`src/rtl/axis_rms_threshold_monitor.sv`:
```
// axis_rms_threshold_monitor: debounced over/under-level classifier with hysteresis,
// saturating fault counter and a one-deep AXI-Stream register slice.
module axis_rms_threshold_monitor #(
  parameter int inout_width       = 16,
  parameter int inout_fractional  = 15,
  parameter int debounce_count    = 4,
  parameter int fault_count_width = 16
) (
  input  logic                         aclk,
  input  logic                         resetn,
  input  logic [inout_width-1:0]       s_axis_tdata,
  input  logic                         s_axis_tvalid,
  output logic                         s_axis_tready,
  output logic [inout_width-1:0]       m_axis_tdata,
  output logic                         m_axis_tvalid,
  input  logic                         m_axis_tready,
  input  logic [inout_width-1:0]       over_set_th,
  input  logic [inout_width-1:0]       over_clear_th,
  input  logic [inout_width-1:0]       under_set_th,
  input  logic [inout_width-1:0]       under_clear_th,
  input  logic                         clear_count,
  output logic                         over_flag,
  output logic                         under_flag,
  output logic                         fault_event,
  output logic [fault_count_width-1:0] fault_count
);
  if (debounce_count < 1 || debounce_count > 255 || inout_fractional > inout_width) begin : g_bad_param
    $error("axis_rms_threshold_monitor: illegal parameter value");
  end
  typedef enum logic [2:0] {NORMAL, OVER_PEND, OVER, UNDER_PEND, UNDER} state_t;
  localparam logic [7:0] deb = 8'(debounce_count);
  state_t                       state_q, state_d;
  logic [7:0]                   cnt_q, cnt_d, inc;
  logic [inout_width-1:0]       tdata_q;
  logic                         tvalid_q, over_q, under_q, event_q;
  logic [fault_count_width-1:0] count_q;
  logic                         accept, hi, lo, enter;
  assign s_axis_tready = !tvalid_q || m_axis_tready;
  assign accept        = s_axis_tvalid && s_axis_tready;
  assign hi            = s_axis_tdata >= over_set_th;
  assign lo            = s_axis_tdata <= under_set_th;
  assign inc           = cnt_q + 8'd1;
  always_comb begin
    state_d = state_q;
    cnt_d   = cnt_q;
    unique case (state_q)
      NORMAL: if (hi || lo) begin
        cnt_d   = 8'd1;
        state_d = hi ? (deb == 8'd1 ? OVER : OVER_PEND) : (deb == 8'd1 ? UNDER : UNDER_PEND);
      end
      OVER_PEND: begin
        cnt_d   = hi ? inc : 8'd0;
        state_d = !hi ? NORMAL : (inc == deb ? OVER : OVER_PEND);
      end
      UNDER_PEND: begin
        cnt_d   = lo ? inc : 8'd0;
        state_d = !lo ? NORMAL : (inc == deb ? UNDER : UNDER_PEND);
      end
      OVER:    state_d = s_axis_tdata < over_clear_th ? NORMAL : OVER;
      UNDER:   state_d = s_axis_tdata > under_clear_th ? NORMAL : UNDER;
      default: state_d = NORMAL;
    endcase
    if (state_d == OVER || state_d == UNDER) cnt_d = 8'd0;
  end
  // OVER and UNDER are never adjacent, so any arrival into them from elsewhere is an entry
  assign enter = accept && ((state_d == OVER && state_q != OVER) || (state_d == UNDER && state_q != UNDER));
  always_ff @(posedge aclk or negedge resetn) begin
    if (!resetn) begin
      state_q  <= NORMAL;
      cnt_q    <= 8'd0;
      tdata_q  <= '0;
      tvalid_q <= 1'b0;
      over_q   <= 1'b0;
      under_q  <= 1'b0;
      event_q  <= 1'b0;
      count_q  <= '0;
    end else begin
      if (accept) begin
        state_q <= state_d;
        cnt_q   <= cnt_d;
        tdata_q <= s_axis_tdata;
        over_q  <= state_d == OVER;
        under_q <= state_d == UNDER;
      end
      tvalid_q <= accept || (tvalid_q && !m_axis_tready);
      event_q  <= enter;
      count_q  <= clear_count ? '0 : (enter && !(&count_q)) ? count_q + 1'b1 : count_q;
    end
  end
  assign m_axis_tdata  = tdata_q;
  assign m_axis_tvalid = tvalid_q;
  assign over_flag     = over_q;
  assign under_flag    = under_q;
  assign fault_event   = event_q;
  assign fault_count   = count_q;
endmodule

```
`config.mk`:
```
export PLATFORM = sky130hd
export DESIGN_NAME = axis_rms_threshold_monitor
export DESIGN_NICKNAME = d
export VERILOG_FILES = /design/src/rtl/axis_rms_threshold_monitor.sv
export SDC_FILE = /design/constraint.sdc
export NUM_CORES = 1
export LEC_CHECK = 0
export BUFFER_PORTS_ARGS = -buffer_cell sky130_fd_sc_hd__buf_2
export CORE_AREA = 2 2 107 78
export CTS_CLUSTER_SIZE = 10
export DETAILED_ROUTE_END_ITERATION = 10
export DIE_AREA = 0 0 109 80
export GPL_ROUTABILITY_DRIVEN = 0
export PLACE_DENSITY = 0.82
export SLEW_MARGIN = 25
export SYNTH_ARGS = -nofsm -noshare
export SYNTH_HDL_FRONTEND = slang
export SYNTH_SLANG_ARGS = --single-unit
```
`constraint.sdc`:
```
create_clock -name aclk -period 3.7 [get_ports aclk]
set_input_delay 0.185 -clock aclk [delete_from_list [all_inputs] [get_ports aclk]]
set_output_delay 0.185 -clock aclk [all_outputs]
set_load 0.02 [all_outputs]
```
# Word level (Yosys, flattened, before mapping)
# Index checks and enable logic that the tools add are counted.
dict set report word_totals {
  input_bits 85
  regBits 47
  output_inout_bits 37
}
dict set report classes {
  muxes 16
  n_reduce_logical 19
  order_cmp 4
  addsub 2
  eq_ne 10
}
# op count
set op_table {}
lappend op_table {{$mux 16} 2}
lappend op_table {{$mux 8} 4}
lappend op_table {{$pmux 8 s3} 1}
lappend op_table {{$add 16x1->16 const B} 1}
lappend op_table {{$ge 16x16->1} 1}
lappend op_table {{$gt 16x16->1} 1}
lappend op_table {{$le 16x16->1} 1}
lappend op_table {{$lt 16x16->1} 1}
lappend op_table {{$reduce_and 16->1} 1}
lappend op_table {{$pmux 3 s5} 1}
lappend op_table {{$mux 3} 4}
lappend op_table {{$eq 3x2->1 const B} 3}
lappend op_table {{$add 8x1->8 const B} 1}
lappend op_table {{$eq 8x3->1 const B} 1}
lappend op_table {{$mux 2} 4}
lappend op_table {{$eq 3x3->1 const B} 2}
lappend op_table {{$logic_and 1x1->1} 6}
lappend op_table {{$ne 3x3->1 const B} 2}
lappend op_table {{$logic_or 1x1->1} 5}
lappend op_table {{$reduce_bool 4->1} 1}
lappend op_table {{$eq 3x1->1 const B} 1}
lappend op_table {{$logic_not 1->1} 3}
lappend op_table {{$logic_not 3->1} 1}
lappend op_table {{$ne 3x2->1 const B} 1}
lappend op_table {{other kinds (2)} 2}

# Depth between registers and ports, before layout
# Gate-level depths: netlist of the first run.
dict set report depth {
  word_depth 12
  mapped_depth 12
  depth_no_buf 10
}

# Worst setup path after synthesis of the first run
# No wires, ideal clock.
dict set report synth_timing {
  path_kind {in2reg}
  start {input port under_set_th[14]}
  end {register count_q[6] (netlist: fault_count[6])}
  path_slack_ps 1117
  setup_ps 125
  required_time_ps 3575
  cell_stages 10
  arrival_time_ps 2459
  path_cell_list {inv_1 ha_1 nand4_1 or4_4 nor3_4 o21ai_2 a211o_1 buf_6 nor3_1 mux2_2}
}
dict set report synth_between {
  elab_chain_cells 10
  word_cells_on_any_way 13
  cone_classes {order compare: 1; eq/ne: 2; mux: 3; reduce/logical: 7}
}
# element line_no
set synth_rtl {}
lappend synth_rtl {{from (decl)} 19} ;# input logic [inout_width-1:0] under_set_th,
lappend synth_rtl {{$le 16x16->1 *} 41} ;# assign lo = s_axis_tdata <= under_set_th;
lappend synth_rtl {{$logic_or 1x1->1} 47} ;# NORMAL: if (hi || lo) begin
lappend synth_rtl {{$mux 3} 47}
lappend synth_rtl {{$pmux 3 s5 *} 46} ;# unique case (state_q)
lappend synth_rtl {{$eq 3x2->1 or $eq 3x3->1 (tied branches)} 66} ;# assign enter = accept && ((state_d == OVER && state_q != OVER) || (state_d == UNDER && state_q != UNDER));
lappend synth_rtl {{$logic_and 1x1->1} 66}
lappend synth_rtl {{$logic_or 1x1->1 *} 66}
lappend synth_rtl {{$logic_and 1x1->1 *} 66}
lappend synth_rtl {{$logic_and 1x1->1 *} 87} ;# count_q <= clear_count ? '0 : (enter && !(&count_q)) ? count_q + 1'b1 : count_q;
lappend synth_rtl {{$reduce_bool 2->1 (no line) *} --}
lappend synth_rtl {{to (signal assigned)} 87}
lappend synth_rtl {{to (decl)} 36} ;# logic [fault_count_width-1:0] count_q;
# Mark *: on every way between the ends. The rest lies on a longest branch, timed or not.
# A chain may end at the register's enable or synchronous reset.

# Worst setup path in the final report of the first run
dict set report layout_timing {
  start {register cnt_q[0]}
  end {register count_q[6] (netlist: fault_count[6])}
}
dict set report layout_between {
  elab_chain_cells 11
  word_cells_on_any_way 15
  cone_classes {add/sub: 1; eq/ne: 3; mux: 5; reduce/logical: 6}
}
# element line_no
set layout_rtl {}
lappend layout_rtl {{from (decl)} 33} ;# logic [7:0] cnt_q, cnt_d, inc;
lappend layout_rtl {{from (signal assigned)} 80} ;# cnt_q <= cnt_d;
lappend layout_rtl {{$add 8x1->8 *} 42} ;# assign inc = cnt_q + 8'd1;
lappend layout_rtl {{$eq 8x3->1 *} {53, 57}}
lappend layout_rtl {{$mux 3 or $mux 2 (tied branches) (2 in a row)} {57, 53}}
lappend layout_rtl {{$pmux 3 s5 *} 46}
lappend layout_rtl {{$eq 3x2->1 or $eq 3x3->1 (tied branches)} 66}
lappend layout_rtl {{$logic_and 1x1->1} 66}
lappend layout_rtl {{$logic_or 1x1->1 *} 66}
lappend layout_rtl {{$logic_and 1x1->1 *} 66}
lappend layout_rtl {{$logic_and 1x1->1 *} 87}
lappend layout_rtl {{$reduce_bool 2->1 (no line) *} --}
# Marks and branches as above.

==> run_results.csv, run 1 <==
group,metric,value,unit
outcome,status,"finished clean",
pwr,power.leakage,2.62,nW
global_routing,antenna_found_initial,0,
global_routing,track_usage,26.8,%
yosys,syn_inst,505,
critical_path,r2r_cells,9,
critical_path,path_class,"reg2reg",
sta,slew_viol_final,0,
critical_path,worstPathArrival,3.28,ns
cts,clk_path_buf_depth,2,
worst_hold_path,hp-class,"in2reg",
yosys,synth_cell_types,53,
critical_path,critical_path.top_delay_family,"simple AND/OR/NAND/NOR gates",
cells_and_area,nNetsFinal,775,
sta,min_period,3.08,ns
critical_path,cp_slowest_cell,"a211o_1",
place,preCtsSetupSlack,0.628,ns
cells_and_area,diodes,0,
place,place_area,4690,sq um
cells_and_area,fillers,662,
yosys,synth_nets,656,
cts,cts.sinks,47,
sta,worst-slew-pin-transition,0.809,ns
floorplanning,initial_core_util,52.1,%
yosys,muxShareOfSynthArea,0.814,%
cells_and_area,syn2layout_area_growth,20.6,%
yosys,synth_area,4000,sq um
sta,setup_slack,0.622,ns
sta,fmax,0.325,GHz
global_routing,grt_pass1_vias,4004,
cts,clk_latency,0.31,ns
yosys,async_flop_share,100,%
global_routing,grt_pass1_wl,18.3,mm
detailed_routing,drt-met1-wl,5.05,mm
yosys,yosysSeqAreaShare,29.4,%
critical_path,end_kind,"flop",
pwr,clkPwrFrac,26.9,%
place,dp_cells,717,
critical_path,crit_required,3.90,ns
detailed_routing,met3_length,966,um
yosys,synth_top_area_cell,"dfrtp_1",
pwr,swShare,35.6,%
yosys,ys_top_cells_by_area,"dfrtp_1 (29%), ha_1 (21%), nand2_1 (7.6%)",
pwr,sequentialPowerShare,40.6,%
critical_path,ff2ff_setup_slack,0.62,ns
flow_run,cap_viol_max_count,0,
global_routing,grt_overflow,0,
cts,postCtsSetupBuffers,0,
detailed_routing,routedWlPerCell,15.3,um
floorplanning,io_pins,122,
yosys,synth_xor_area_share,0.657,%
detailed_routing,drt_iter0_markers,375,
detailed_routing,via_per_inst,5.67,
yosys,synth_edf_count,0,
global_routing,grt_max_degree,48,
floorplanning,die_w,109,um
detailed_routing,routed_wl,11.1,mm
cells_and_area,final_area,4820,sq um
cts,cts_tree,"done",
detailed_routing,drtPass1Iterations,7,
floorplanning,die_y,80,um
sta,finalCritPeriodShare,83.2,%
pwr,fin_total_pwr,0.00151,W
detailed_routing,wl_met2,4.86,mm
cts,cts-buffers-inserted,5,
detailed_routing,vias,4120,
critical_path,crit_chain,"ha_1 > and3_1 > nor4_1 > o21a_1 > and2_1 > nand4_1 > a211o_1 > nor3_1 > mux2_2",
place,portBuffers,121,
sta,max_slew_margin,46.0,%
critical_path,worstSetupStartpointType,"flop",
critical_path,crit_path_max_fanout,22,
floorplanning,die_area,8720,sq um
yosys,synthAdderAreaFrac,20.7,%
detailed_routing,drc,0,
cts,cts_max_level,2,
yosys,synth_top_family_by_area,"simple AND/OR/NAND/NOR gates",
critical_path,critPathBufInv,0,
yosys,synth_top_area_share,29.4,%
floorplanning,core,7670,sq um
sta,skew,0.00801,ns
yosys,ys_ff_latch,47,
critical_path,slowest_delay,0.54,ns
critical_path,worstSetupPathDepth,9,
yosys,synth_compound_area_share,17.0,%
worst_hold_path,whs_path_depth,2,
yosys,yosys.area_share.simple,22.9,%
sta,setup_viol,0,
cells_and_area,seq_area,1180,sq um
cts,root_buffer,"clkbuf_8",
yosys,synth_warnings,0,
pwr,p_int,0.000974,W
pwr,powerDensity,314,nW/um^2
cts,clk_pin_slew_worst_paths,0.09,ns
cells_and_area,drive_gt1_share,22.1,%
yosys,synth_flop_cell,"dfrtp_1",
cells_and_area,stdcell_count,726,
detailed_routing,highest-signal-layer,"met4",
cells_and_area,multiInputGateArea,2480,sq um
pwr,comb_power_share,32.5,%
detailed_routing,ant_nets,0,
sta,hold_violations,0,
floorplanning,fp-row-count,27,
sta,rsz0062_at_grt,"no",
sta,fin_setup_tns,0,ns
pwr,ir_drop,0.203,mV
yosys,avgSynthCellArea,7.92,sq um
pwr,p_sw,0.000539,W
place,dp.final_hpwl,8.87,mm
-- cell usage in the layout (no fill, tap or decap), drive strengths merged, types with 3 or more instances in the layout --
cell | Yosys | routed
o22ai | 6 | 6
inv | 76 | 77
a21o | 3 | 3
o21a | 4 | 4
clkbuf | 7 | 6
ha | 66 | 66
dfrtp | 47 | 47
a211o | 3 | 3
nand4 | 21 | 21
nor2 | 24 | 24
a31oi | 4 | 4
o21ai | 22 | 22
nor2b | 4 | 4
nand2b | 9 | 9
buf | 5 | 123
or4 | 3 | 3
o31ai | 5 | 5
nand2 | 81 | 81
o211ai | 3 | 3
or3 | 11 | 11
nor3 | 9 | 9
nand3 | 19 | 19
a21oi | 42 | 42
-- power groups by stage --
stage / registers (W) / clock network, W / logic (W)
after global routing: 0.000621 / 0.000437 / 0.000554
after detailed placement: 0.000620 / 0 / 0.000483
after global placement: 0.000619 / 0 / 0.000465
after floorplan: 0.000637 / 0 / 0.000286
final: 0.000614 / 0.000407 / 0.000492
after CTS: 0.000611 / 0.000411 / 0.000485
-- routing by layer --
layer | global-route usage, % | vias to the layer above
met2 | 42.4 | 202
li1 | - | 1992
met1 | 36.6 | 1901
met5 | 0 | -
met4 | 8.33 | 0
met3 | 5.63 | 25
-- worst paths after layout --
check	from	end
setup / recovery	cnt_q[0]$_DFFE_PN0P_	fault_count[6]$_DFFE_PN0P_
hold / removal	s_axis_tvalid	m_axis_tvalid$_DFF_PN0_
setup reg to reg	cnt_q[0]$_DFFE_PN0P_	fault_count[6]$_DFFE_PN0P_
hold reg to reg	m_axis_tdata[4]$_DFFE_PN0P_	m_axis_tdata[4]$_DFFE_PN0P_
max in group asynchronous	resetn	cnt_q[0]$_DFFE_PN0P_
min in group asynchronous	resetn	fault_count[8]$_DFFE_PN0P_
-- cell usage after synthesis (6+ instances only) --
cell	instances
nand2b_1	9
or3_1	11
clkbuf_1	7
nand2_1	81
nand4_1	21
dfrtp_1	47
nor3_1	7
nand3_1	19
a21oi_1	42
o21ai_0	21
ha_1	66
o22ai_1	6
nor2_1	24
inv_1	76
-- state kept, by name (all words and copies together) (netlist names) --
register,cells
state_q,3
over_flag,1
m_axis_tdata,16
under_flag,1
cnt_q,8
fault_event,1
m_axis_tvalid,1
fault_count,16
-- cell type report --
class / instances / area share, %
clock buffer: 6 / 1.71
inverter: 76 / 5.91
tap: 101 / 2.62
clock inverter: 2 / 0.804
multi-input combinational: 370 / 51.4
sequential: 47 / 24.4
timing repair buffer: 124 / 13.1
-- timing repair --
item | CTS | global route
endpoints found under the hold margin | 0 | 47
hold buffers | 0 | 1
resized for setup | 0 | 0
-- stage by stage --
stage / hold WS, ns / util [%]
finish: 0.0935 / 62.9
detailed placement: 0.413 / 61.2
global placement: 0.401 / 61.2
global route: 0.112 / 62.9
CTS: 0.0742 / 62.7
floorplan: -0.111 / -
-- cell families (layout without fill, tap and decap cells) --
family | after synthesis | after routing
and+or+nand+nor | 189 | 189
AOI/OAI and AO/OA | 109 | 109
buffers and inverters | 88 | 208
adders and majority gates | 66 | 66
DFF | 47 | 47
xor gates and xnor gates | 3 | 3
muxes | 3 | 3
Power figures use the tool's default switching activity.
==> run 2, diff against run 1 <==
- clock period: 3.7 -> 3.1 ns (I/O delays scaled with it)
==> run_results.csv, run 2 (synthesis results as in run 1) <==
group,metric,value,unit
sta,slew_viol_final,0,
flow_run,cap_viol_max_count,0,
detailed_routing,vias,4043,
detailed_routing,highest-signal-layer,"met4",
global_routing,grt_max_degree,48,
cts,clk_pin_slew_worst_paths,0.09,ns
global_routing,grt_pass1_vias,3923,
global_routing,grt_overflow,0,
outcome,status,"finished clean",
detailed_routing,met3_length,911,um
floorplanning,io_pins,122,
cts,clk_path_buf_depth,2,
floorplanning,die_area,8720,sq um
critical_path,worstSetupStartpointType,"flop",
detailed_routing,drt_iter0_markers,276,
cts,cts.sinks,47,
critical_path,crit_required,3.35,ns
pwr,powerDensity,374,nW/um^2
cells_and_area,fillers,667,
cts,cts_tree,"done",
critical_path,path_class,"reg2reg",
floorplanning,die_w,109,um
sta,setup_viol,0,
sta,worst-slew-pin-transition,0.833,ns
floorplanning,die_y,80,um
critical_path,end_kind,"flop",
detailed_routing,drtPass1Iterations,5,
sta,skew,0.00611,ns
detailed_routing,drt-met1-wl,5.20,mm
worst_hold_path,hp-class,"in2reg",
cells_and_area,diodes,0,
global_routing,grt_pass1_wl,18.0,mm
cells_and_area,drive_gt1_share,22.8,%
sta,min_period,2.86,ns
cells_and_area,final_area,4860,sq um
detailed_routing,routedWlPerCell,15.0,um
floorplanning,fp-row-count,27,
cts,postCtsSetupBuffers,0,
detailed_routing,ant_nets,0,
critical_path,crit_path_max_fanout,15,
sta,hold_violations,0,
place,dp.final_hpwl,8.85,mm
pwr,ir_drop,0.250,mV
detailed_routing,drc,0,
cells_and_area,layout_commonest_cell,"buf_2",
global_routing,antenna_found_initial,0,
pwr,power.leakage,2.63,nW
sta,fin_setup_tns,0,ns
detailed_routing,routed_wl,11.0,mm
floorplanning,initial_core_util,52.1,%
cells_and_area,layout_common_cells,"buf_2 (120), nand2_1 (81), inv_1 (76)",
sta,fmax,0.350,GHz
cts,cts_max_level,2,
critical_path,worstPathArrival,3.11,ns
sta,rsz0062_at_grt,"no",
cts,root_buffer,"clkbuf_8",
sta,max_slew_margin,44.4,%
place,place_area,4710,sq um
cells_and_area,nNetsFinal,778,
floorplanning,core,7670,sq um
cts,cts-buffers-inserted,5,
detailed_routing,via_per_inst,5.55,
detailed_routing,wl_met2,4.68,mm
cts,clk_latency,0.32,ns
place,portBuffers,121,
global_routing,track_usage,26.3,%
sta,finalCritPeriodShare,92.2,%
cells_and_area,syn2layout_area_growth,21.4,%
run 2: cell type report:
cell class | count | area, sq um | area share [%]
Clock buffer | 6 | 82.6 | 1.70
Clock inverter | 2 | 38.8 | 0.799
Inverter | 76 | 285 | 5.87
Multi-Input combinational cell | 370 | 2490 | 51.3
Sequential cell | 47 | 1180 | 24.2
Tap cell | 101 | 126 | 2.60
Timing Repair Buffer | 127 | 656 | 13.5
run 2: final timing paths:
check | start | end | slack [ns] | cells past startpoint
max in group asynchronous | resetn | cnt_q[0]$_DFFE_PN0P_ | 2.30 | 2
setup / recovery | cnt_q[0]$_DFFE_PN0P_ | fault_count[9]$_DFFE_PN0P_ | 0.24 | 10
hold reg to reg | m_axis_tdata[1]$_DFFE_PN0P_ | m_axis_tdata[1]$_DFFE_PN0P_ | 0.48 | 2
hold / removal | s_axis_tvalid | m_axis_tvalid$_DFF_PN0_ | 0.05 | 2
min in group asynchronous | resetn | fault_count[8]$_DFFE_PN0P_ | 0.37 | 2
setup reg to reg | cnt_q[0]$_DFFE_PN0P_ | fault_count[9]$_DFFE_PN0P_ | 0.24 | 10
run 2: power breakdown:
part	internal [W]	leakage, nW	switching [W]	total (W)
registers	0.000666	0.619	0.0000676	0.000734
logic	0.000236	1.95	0.000361	0.000597
clock network	0.000265	0.0618	0.000222	0.000488
total	0.00117	2.63	0.000651	0.00182
run 2: metal layers:
metal / track usage, % / vias up
met1: 37.2 / 1857
met3: 5.39 / 18
li1: - / 2007
met2: 40.3 / 161
met4: 7.69 / 0
met5: 0 / -
run 2: what timing repair did:
action / in CTS / in global routing
endpoints found under the hold margin: 0 / 47
endpoints found under the setup margin: 0 / 5
hold buffers: 0 / 1
gates resized for setup: 0 / 3
run 2: through the flow:
stage          hold slack (ns)  worst slack [ns]  util [%]  total power [W]  instances
6_report                0.0498             0.240      63.3          0.00182        729
5_1_grt                 0.0577            0.0153      63.3          0.00193        729
4_1_cts                 0.0483             0.155      63.0          0.00181        728
3_5_place_dp             0.379             0.141      61.4          0.00132        720
3_3_place_gp             0.372             0.270      61.4          0.00130        720
2_1_floorplan           -0.141             0.532         -          0.00110        505
run 2: critical path, stage by stage (launching register included):
cell,delay [ns]
dfrtp_2,0.47
ha_1,0.28
nor2b_1,0.17
nand4_1,0.10
o21ai_0,0.25
and2_1,0.25
nand4_1,0.18
a211o_4,0.42
buf_4,0.18
or3_1,0.35
a21oi_1,0.15
